**src/rtl/m2s_pkg.sv**
```systemverilog
// MIDI-to-synth shared definitions: status nibbles, parser state encoding and
// the voice table entry layout used by midi_voice_allocator.
package m2s_pkg;

    localparam logic [3:0] NOTE_OFF     = 4'h8;
    localparam logic [3:0] NOTE_ON      = 4'h9;
    localparam logic [7:0] REALTIME_MIN = 8'hF8;

    // Widest age field needed (NUM_VOICES up to 16 -> clog2(16)+1).
    // Each allocator saturates at its own narrower limit.
    localparam int unsigned AGE_W_MAX = 5;

    typedef enum logic [1:0] {
        ST_IDLE      = 2'd0,
        ST_WAIT_NOTE = 2'd1,
        ST_WAIT_VEL  = 2'd2
    } parser_state_e;

    typedef struct packed {
        logic                 active;
        logic [6:0]           note;
        logic [AGE_W_MAX-1:0] age;
    } voice_entry_t;

endpackage

```
**src/rtl/midi_msg_parser.sv**
```systemverilog
// MIDI byte-stream parser for one channel: note-on/note-off with running status.
// Ports:
//   clk, resetq          clock, synchronous active-high reset
//   rx_valid, rx_byte    incoming UART byte strobe
//   msg_valid_c          combinational: completed message on this rx_valid cycle
//   msg_is_on_c          1 = note-on with nonzero velocity, 0 = note-off
//   msg_note_c           note number of the completed message
//   msg_vel_c            velocity byte of the completed message
module midi_msg_parser
    import m2s_pkg::*;
#(
    parameter int unsigned CHANNEL = 0
) (
    input  logic       clk,
    input  logic       resetq,
    input  logic       rx_valid,
    input  logic [7:0] rx_byte,
    output logic       msg_valid_c,
    output logic       msg_is_on_c,
    output logic [6:0] msg_note_c,
    output logic [7:0] msg_vel_c
);

    parser_state_e state_q, state_d;
    logic          rs_valid_q, rs_valid_d;
    logic          rs_on_q, rs_on_d;
    logic [6:0]    note_q, note_d;

    // State register
    always_ff @(posedge clk) begin
        if (resetq) begin
            state_q    <= ST_IDLE;
            rs_valid_q <= 1'b0;
            rs_on_q    <= 1'b0;
            note_q     <= '0;
        end else begin
            state_q    <= state_d;
            rs_valid_q <= rs_valid_d;
            rs_on_q    <= rs_on_d;
            note_q     <= note_d;
        end
    end

    // Next state; the message is emitted combinationally on the velocity byte
    always_comb begin
        state_d     = state_q;
        rs_valid_d  = rs_valid_q;
        rs_on_d     = rs_on_q;
        note_d      = note_q;
        msg_valid_c = 1'b0;
        msg_is_on_c = 1'b0;
        msg_note_c  = note_q;
        msg_vel_c   = rx_byte;

        // Realtime bytes fall through untouched
        if (rx_valid && (rx_byte < REALTIME_MIN)) begin
            if (rx_byte[7]) begin
                if (((rx_byte[7:4] == NOTE_OFF) || (rx_byte[7:4] == NOTE_ON)) &&
                    (rx_byte[3:0] == 4'(CHANNEL))) begin
                    rs_valid_d = 1'b1;
                    rs_on_d    = (rx_byte[7:4] == NOTE_ON);
                    state_d    = ST_WAIT_NOTE;
                end else begin
                    rs_valid_d = 1'b0;
                    rs_on_d    = 1'b0;
                    state_d    = ST_IDLE;
                end
            end else begin
                case (state_q)
                    ST_IDLE: begin
                        if (rs_valid_q) begin
                            note_d  = rx_byte[6:0];
                            state_d = ST_WAIT_VEL;
                        end
                    end
                    ST_WAIT_NOTE: begin
                        note_d  = rx_byte[6:0];
                        state_d = ST_WAIT_VEL;
                    end
                    ST_WAIT_VEL: begin
                        msg_valid_c = 1'b1;
                        msg_is_on_c = rs_on_q && (rx_byte != 8'h00);
                        state_d     = ST_WAIT_NOTE;
                    end
                    default: state_d = ST_IDLE;
                endcase
            end
        end
    end

endmodule

```
**src/rtl/midi_voice_allocator.sv**
```systemverilog
// Polyphonic voice scheduler: parses one MIDI channel and maps notes onto
// NUM_VOICES oscillators, issuing one load strobe per voice update.
// Optional feature macro: VOICE_STEAL_EN (steal the oldest voice when full;
// otherwise a note-on with all voices busy is dropped).
// Ports:
//   clk, resetq          clock, synchronous active-high reset
//   rx_valid, rx_byte    incoming UART byte strobe
//   voice_load           one-cycle strobe to voice voice_idx
//   voice_idx            target voice
//   voice_note           MIDI note number
//   voice_velocity       velocity, 0 silences the voice
//   voice_active         per-voice "holds a sounding note" flags
module midi_voice_allocator
    import m2s_pkg::*;
#(
    parameter int unsigned NUM_VOICES = 4,
    parameter int unsigned CHANNEL    = 0
) (
    input  logic                          clk,
    input  logic                          resetq,
    input  logic                          rx_valid,
    input  logic [7:0]                    rx_byte,
    output logic                          voice_load,
    output logic [$clog2(NUM_VOICES)-1:0] voice_idx,
    output logic [7:0]                    voice_note,
    output logic [7:0]                    voice_velocity,
    output logic [NUM_VOICES-1:0]         voice_active
);

    localparam int unsigned IDX_W = $clog2(NUM_VOICES);
    localparam int unsigned AGE_W = $clog2(NUM_VOICES) + 1;
    localparam logic [AGE_W_MAX-1:0] AGE_MAX = AGE_W_MAX'((1 << AGE_W) - 1);

    logic       msg_valid_c;
    logic       msg_is_on_c;
    logic [6:0] msg_note_c;
    logic [7:0] msg_vel_c;

    midi_msg_parser #(.CHANNEL(CHANNEL)) u_parser (
        .clk         (clk),
        .resetq      (resetq),
        .rx_valid    (rx_valid),
        .rx_byte     (rx_byte),
        .msg_valid_c (msg_valid_c),
        .msg_is_on_c (msg_is_on_c),
        .msg_note_c  (msg_note_c),
        .msg_vel_c   (msg_vel_c)
    );

    voice_entry_t     table_q [NUM_VOICES];
    voice_entry_t     table_d [NUM_VOICES];
    logic             load_q, load_d;
    logic [IDX_W-1:0] idx_q, idx_d;
    logic [7:0]       note_q, note_d;
    logic [7:0]       vel_q, vel_d;

    logic             hit_c, free_c, alloc_c;
    logic [IDX_W-1:0] hit_idx_c, free_idx_c, tgt_c;
`ifdef VOICE_STEAL_EN
    logic [IDX_W-1:0]     old_idx_c;
    logic [AGE_W_MAX-1:0] old_age_c;
`endif

    // Voice table and output registers
    always_ff @(posedge clk) begin
        if (resetq) begin
            for (int i = 0; i < int'(NUM_VOICES); i++) table_q[i] <= '0;
            load_q <= 1'b0;
            idx_q  <= '0;
            note_q <= '0;
            vel_q  <= '0;
        end else begin
            table_q <= table_d;
            load_q  <= load_d;
            idx_q   <= idx_d;
            note_q  <= note_d;
            vel_q   <= vel_d;
        end
    end

    // Lookup: first voice holding the note, lowest free voice, oldest voice
    always_comb begin
        hit_c      = 1'b0;
        hit_idx_c  = '0;
        free_c     = 1'b0;
        free_idx_c = '0;
        for (int i = 0; i < int'(NUM_VOICES); i++) begin
            if (!hit_c && table_q[i].active && (table_q[i].note == msg_note_c)) begin
                hit_c     = 1'b1;
                hit_idx_c = IDX_W'(i);
            end
            if (!free_c && !table_q[i].active) begin
                free_c     = 1'b1;
                free_idx_c = IDX_W'(i);
            end
        end
`ifdef VOICE_STEAL_EN
        // Strict greater-than keeps the lowest index on ties
        old_idx_c = '0;
        old_age_c = table_q[0].age;
        for (int i = 1; i < int'(NUM_VOICES); i++) begin
            if (table_q[i].age > old_age_c) begin
                old_age_c = table_q[i].age;
                old_idx_c = IDX_W'(i);
            end
        end
`endif
    end

    // Message execution
    always_comb begin
        table_d = table_q;
        load_d  = 1'b0;
        idx_d   = idx_q;
        note_d  = note_q;
        vel_d   = vel_q;
        alloc_c = 1'b0;
        tgt_c   = '0;

        if (msg_valid_c) begin
            if (msg_is_on_c) begin
                if (hit_c) begin
                    alloc_c = 1'b1;
                    tgt_c   = hit_idx_c;
                end else if (free_c) begin
                    alloc_c = 1'b1;
                    tgt_c   = free_idx_c;
                end else begin
`ifdef VOICE_STEAL_EN
                    alloc_c = 1'b1;
                    tgt_c   = old_idx_c;
`else
                    alloc_c = 1'b0;
`endif
                end
                if (alloc_c) begin
                    for (int j = 0; j < int'(NUM_VOICES); j++) begin
                        if ((IDX_W'(j) != tgt_c) && table_q[j].active &&
                            (table_q[j].age < AGE_MAX)) begin
                            table_d[j].age = table_q[j].age + AGE_W_MAX'(1);
                        end
                    end
                    table_d[tgt_c] = '{active: 1'b1, note: msg_note_c, age: '0};
                    load_d = 1'b1;
                    idx_d  = tgt_c;
                    note_d = {1'b0, msg_note_c};
                    vel_d  = msg_vel_c;
                end
            end else if (hit_c) begin
                table_d[hit_idx_c] = '0;
                load_d = 1'b1;
                idx_d  = hit_idx_c;
                note_d = {1'b0, msg_note_c};
                vel_d  = 8'h00;
            end
        end
    end

    // Output mapping
    always_comb begin
        for (int i = 0; i < int'(NUM_VOICES); i++) voice_active[i] = table_q[i].active;
    end

    assign voice_load     = load_q;
    assign voice_idx      = idx_q;
    assign voice_note     = note_q;
    assign voice_velocity = vel_q;

endmodule

```
**config.mk**
```make
export PLATFORM = sky130hd
export DESIGN_NAME = midi_voice_allocator
export DESIGN_NICKNAME = d
export VERILOG_FILES = /design/src/rtl/m2s_pkg.sv /design/src/rtl/midi_msg_parser.sv /design/src/rtl/midi_voice_allocator.sv
export SDC_FILE = /design/constraint.sdc
export NUM_CORES = 1
export LEC_CHECK = 0
export ABC_AREA = 1
export CORE_MARGIN = 5
export CORE_UTILIZATION = 30
export DETAILED_ROUTE_END_ITERATION = 10
export GPL_TIMING_DRIVEN = 0
export PLACE_DENSITY_LB_ADDON = 0.05
export SLEW_MARGIN = 40
export SYNTH_ARGS = -nofsm -noshare
export SYNTH_HDL_FRONTEND = slang
export SYNTH_SLANG_ARGS = --single-unit
```
**constraint.sdc**
```tcl
create_clock -name clk -period 2.52 [get_ports clk]
set_clock_uncertainty 0.2 [all_clocks]
set_input_delay 0.378 -clock clk [delete_from_list [all_inputs] [get_ports clk]]
set_output_delay 0.378 -clock clk [all_outputs]
set_load 0.02 [all_outputs]
```
==> results.tsv, run 1 <==
metric	value	unit
run_status	finished, final reports clean	
regArea	0.00122	mm²
worst_pin_slew	0.662	ns
synth_most_common_cell	nand2_1	
grt_pass1_wl	17.6	mm
root_buffer	clkbuf_16	
cts_sinks	61	
gp_congestion	0.812	
place.detailed.hpwl	7.91	mm
cp_common_cell	nand2_1	
grt_overflow_total	0	
synthArstFlopShare	0	
antenna_found_initial	0	
r2r_cells	12	
drive_above_1_share	0.153	
diodes	0	
synthTopCellsByArea	dfxtp_1 36%, nand2_1 16%, nand3_1 8.3%	
cp_max_fo	8	
slew_viol_final	0	
rsz0062_at_grt	no	
hold_start	voice_velocity[7]	
via_per_inst	4.70	
synthTopCellsByCount	143 x nand2_1, 61 x dfxtp_1, 57 x nand3_1, 55 x inv_1, 53 x a21oi_1	
maxSlewHeadroom	0.558	
hold_ws	0.247	ns
yosysWarnings	0	
routed-via-count	3281	
hold_path.class	register to register	
fin_util	0.375	
clk_latency	0.33	ns
start_util	0.303	
critical_path.startpoint_type	register	
coreArea	0.0113	mm²
portBuffers	31	
die_h	117	µm
avgSynthCellArea	6.76	µm²
areaGrowthSynthToFinish	23.7	%
cp_num_buf_inv	1	
synth.top_cell.area_share	0.356	
synth_edf_count	0	
cpMaxStageDelayCell	dfxtp_1	
nFillCells	1238	
wl	11.0	mm
ant_nets	0	
stdcell_count	698	
track_usage	0.172	
wl_per_cell	15.8	µm
fmax	0.427	GHz
holdPathEnd	voice_velocity[7]	
crit_arrival	2.32	ns
numCtsBuffers	9	
peakVddDrop	0.000333	V
clk_pin_slew	0.05	ns
cts_tree	yes	
cp-end-kind	register	
crit_family	simple AND/OR/NAND/NOR gates	
drtIter0Drc	150	
finalCriticalPeriod	2.34	ns
h-tree-depth	3	
dp_cells	682	
drv_cap	0	
chipWidth	117	µm
worstSetupPathType	register to register	
p_leak	1.69	nW
finalSetupTns	0	ns
critPathMaxStageDelay	0.30	ns
ys_seq_area_frac	0.356	
final_nets	562	
worstPathRequired	2.50	ns
hold_viol_final	0	
setup_violations	0	
cp_cell_sequence	inv_1 > nand2_1 > nand2_1 > nor2_1 > nand2_1 > nor2_8 > nor2_8 > nand2_1 > nand2_2 > nand3_2 > nand3_1 > a21oi_1	
netlist_area	0.00343	mm²
synth_nets	519	
clockBufferDepth	2	
multiInputGateArea	0.00180	mm²
worstReg2RegStart	u_parser.msg_note_c[4]	
r2r_slack	0.18	ns
rows	39	
r2r-end	table_q[11]	
synthDistinctLibCells	32	
ys.flop_type	dfxtp_1	
die_area	0.0137	mm²
grt_pass1_vias	3156	
drc	0	
grt_max_degree	11	
p_total	2.45	mW
postSynthCellCount	508	
synth-seq-cells	61	
min_period_over_period	0.929	
drtPass1Iterations	4	
boundaryPins	34	
synth_top_area_cell	dfxtp_1	
power_density	576	mW/mm²
holdPathStages	2	
## state kept, by name, summed over array words and instances (netlist names)
| register | cells |
|---|---|
| table_q | 28 |
| voice_idx | 2 |
| u_parser.state_q | 2 |
| voice_velocity | 8 |
| voice_active | 4 |
| u_parser.rs_on_q | 1 |
| voice_note | 7 |
| voice_load | 1 |
| u_parser.msg_note_c | 7 |
| u_parser.rs_valid_q | 1 |
## power breakdown
group          total, mW  switching [mW]  internal [mW]
sequential         0.980         0.00473          0.975
clock               1.25           0.443          0.809
combinational      0.215           0.149         0.0658
## worst max path at each step
stage	start	depth (start not counted)	slack (ns)	end
3_3_place_gp	rx_byte[7]	12	-0.43	table_q[20]
6_report	u_parser.msg_note_c[4]	12	0.18	table_q[11]
5_1_grt	rx_byte[7]	13	0.006	table_q[8]
3_5_place_dp	rx_byte[7]	12	-0.41	table_q[20]
4_1_cts	rx_byte[7]	12	0.04	table_q[20]
2_1_floorplan	u_parser.msg_note_c[5]	15	0.63	voice_active[0]
## worst reg2reg max path, delay by kind of cell (launching register included)
kind / cells / cell delay [ns]
AOI/OAI and AO/OA: 1 / 0.07
buffers and inverters: 1 / 0.29
DFF: 1 / 0.30
and+or+nand+nor: 10 / 1.33
## timing repair
| item | in CTS | in global routing |
|---|---|---|
| hold buffers | 0 | 0 |
| resized for setup | 1 | 5 |
| buffers inserted | 0 | 1 |
| endpoints found under the setup margin | 7 | 35 |
## metal layers
metal	track usage	vias to the layer above	wire length (µm)
met3	0.0283	15	390
met4	0.0589	0	198
li1	-	1700	-
met2	0.265	60	4930
met5	0	-	0
met1	0.243	1506	5510
## cell usage in the layout (no fill, tap or decap), drive strengths merged
master,synthesis,layout
nor3b,2,2
dfxtp,61,61
nand3,62,62
a21oi,53,53
nor2,45,45
clkdlybuf4s50,0,31
inv,69,69
clkinv,0,2
a211oi,1,1
bufinv,0,1
buf,19,20
conb,1,1
nor3,7,7
o31ai,3,3
clkbuf,5,16
o22ai,1,1
nand4,8,8
nand2,158,158
clkinvlp,0,1
o21ai,13,13
## cell type report
cell class                 count  area share
timing repair buffer          32      0.0748
multi-input combinational    354       0.423
tap                          143      0.0421
buffer                        24      0.0380
clock inverter                 4      0.0112
clock buffer                  11      0.0595
inverter                      69      0.0645
sequential                    61       0.287
## stage by stage
step           area [µm²]  setup WS (ns)
2_1_floorplan        3430          0.627
3_3_place_gp         3920         -0.426
3_5_place_dp         3920         -0.406
4_1_cts              4230         0.0410
5_1_grt              4250        0.00623
6_report             4250          0.180
## cell families after synthesis
| group | synth area share |
|---|---|
| other | 0.00109 |
| AND/OR/NAND/NOR | 0.407 |
| AO/OA/AOI/OAI | 0.110 |
| buffers and inverters | 0.126 |
| flip-flops | 0.356 |
(Power assumes the default switching activity.)
==> run 2, diff against run 1 <==
- HOLD_SLACK_MARGIN: unset -> 0.03
- clock period: 2.52 -> 3 ns (I/O delays scaled with it)
==> results.tsv, run 2 (synthesis results as in run 1) <==
metric	value	unit
portBuffers	31	
fmax	0.380	GHz
dp_cells	682	
drc	0	
peakVddDrop	0.000280	V
via_per_inst	4.72	
rsz0062_at_grt	no	
place_ws	0.00187	ns
gp_congestion	0.812	
ant_nets	0	
track_usage	0.172	
met2_length	4.88	mm
stdcell_count	697	
setup_violations	0	
critical_path.startpoint_type	input pin	
finalCriticalPeriod	2.63	ns
wl_met1	5.36	mm
wl	11.0	mm
rows	39	
areaGrowthSynthToFinish	23.0	%
drtIter0Drc	150	
cts_hold_buf	0	
hold_path.class	register to register	
worstPathRequired	2.98	ns
die_area	0.0137	mm²
cts_resized	0	
root_buffer	clkbuf_16	
fin_util	0.373	
critPathMaxStageDelay	0.52	ns
hold_viol_final	0	
hold_ws	0.247	ns
power_density	487	mW/mm²
p_total	2.06	mW
cts_tree	yes	
crit_family	buffers and inverters	
worstReg2RegStart	u_parser.state_q[1]	
drive_above_1_share	0.144	
routed-via-count	3287	
routed.top_layer	met4	
worstSetupPathType	input pin to register	
top_register	table_q	
crit_arrival	2.61	ns
grt_pass1_vias	3156	
grt_pass1_wl	17.6	mm
diodes	0	
cp_max_fo	10	
grt_overflow_total	0	
cp-end-kind	register	
numCtsBuffers	9	
cp_num_buf_inv	4	
boundaryPins	34	
p_leak	1.69	nW
min_period_over_period	0.878	
clk_latency	0.33	ns
finalWorstSetupSlack	0.366	ns
maxSlewHeadroom	0.566	
r2r_slack	0.65	ns
antenna_found_initial	0	
start_util	0.303	
largest_reg_flops	28	
cpMaxStageDelayCell	clkdlybuf4s50_1	
endpoint	table_q[20]	
chipWidth	117	µm
drv_cap	0	
place.detailed.hpwl	7.91	mm
final_nets	561	
grt_max_degree	11	
die_h	117	µm
clockBufferDepth	2	
cts_setup_buffers	0	
final_common_cell	nand2_1	
cts_sinks	61	
wl_per_cell	15.8	µm
r2r_cells	10	
final_cell_mix	143 x nand2_1, 61 x dfxtp_1, 57 x nand3_1	
worst_pin_slew	0.650	ns
run_status	finished, final reports clean	
h-tree-depth	3	
coreArea	0.0113	mm²
cp_cell_sequence	clkdlybuf4s50_1 > inv_1 > nor2_1 > nand2_1 > nand3_1 > nor2_1 > nand2_1 > inv_2 > buf_2 > nand2_4 > nand3_1 > a21oi_1	
drtPass1Iterations	5	
clk_pin_slew	0.05	ns
critPathLaunch	rx_byte[7]	
cp_num_cells	12	
r2r-end	table_q[20]	
slew_viol_final	0	
dr_wl_met3	604	µm
-- run 2: changes by cell type in the layout (fill, tap and decap cells not counted) --
cell / previous run / this run
buf_2: 3 / 4
buf_4: 13 / 11
nand2_1: 142 / 143
nand2_2: 12 / 11
nor2_1: 31 / 34
nor2_2: 6 / 4
nor2_4: 2 / 1
-- run 2: worst min path at each step --
stage / start / to / slack, ns / cells after the start
3_5_place_dp: voice_velocity[7] / voice_velocity[7] / 0.24 / 2
3_3_place_gp: voice_velocity[7] / voice_velocity[7] / 0.24 / 2
2_1_floorplan: table_q[44] / table_q[44] / 0.24 / 2
6_report: voice_velocity[7] / voice_velocity[7] / 0.25 / 2
5_1_grt: voice_velocity[7] / voice_velocity[7] / 0.26 / 2
4_1_cts: voice_velocity[7] / voice_velocity[7] / 0.25 / 2
-- run 2: area by class of cell --
| cell class | count | area (µm²) |
|---|---|---|
| Buffer | 24 | 159 |
| Tap cell | 143 | 179 |
| Fill cell | 1240 | 7100 |
| Sequential cell | 61 | 1220 |
| Clock buffer | 11 | 253 |
| Multi-Input combinational cell | 354 | 1780 |
| Clock inverter | 4 | 47.5 |
| Inverter | 69 | 274 |
| Timing Repair Buffer | 31 | 310 |
-- run 2: power breakdown --
| group | switching [mW] | internal, mW | leakage [nW] |
|---|---|---|---|
| clock network | 0.373 | 0.680 | 0.147 |
| logic | 0.124 | 0.0552 | 1.05 |
| registers | 0.00399 | 0.819 | 0.492 |
-- run 2: per-stage QoR --
stage	instance area, µm²	TNS, ns
6_report	4220	0
5_1_grt	4220	0
4_1_cts	4220	0
3_5_place_dp	3920	0
3_3_place_gp	3920	-0.0923
2_1_floorplan	3430	0
-- run 2: layer usage --
metal | vias up | track usage
li1 | 1700 | -
met1 | 1496 | 0.243
met4 | 0 | 0.0589
met2 | 77 | 0.265
met3 | 14 | 0.0283
met5 | - | 0
-- run 2: tightest hold or removal path, stage by stage, from the launching register on --
cell     delay [ns]
dfxtp_1        0.31
nand2_1        0.06
nor2_1         0.04
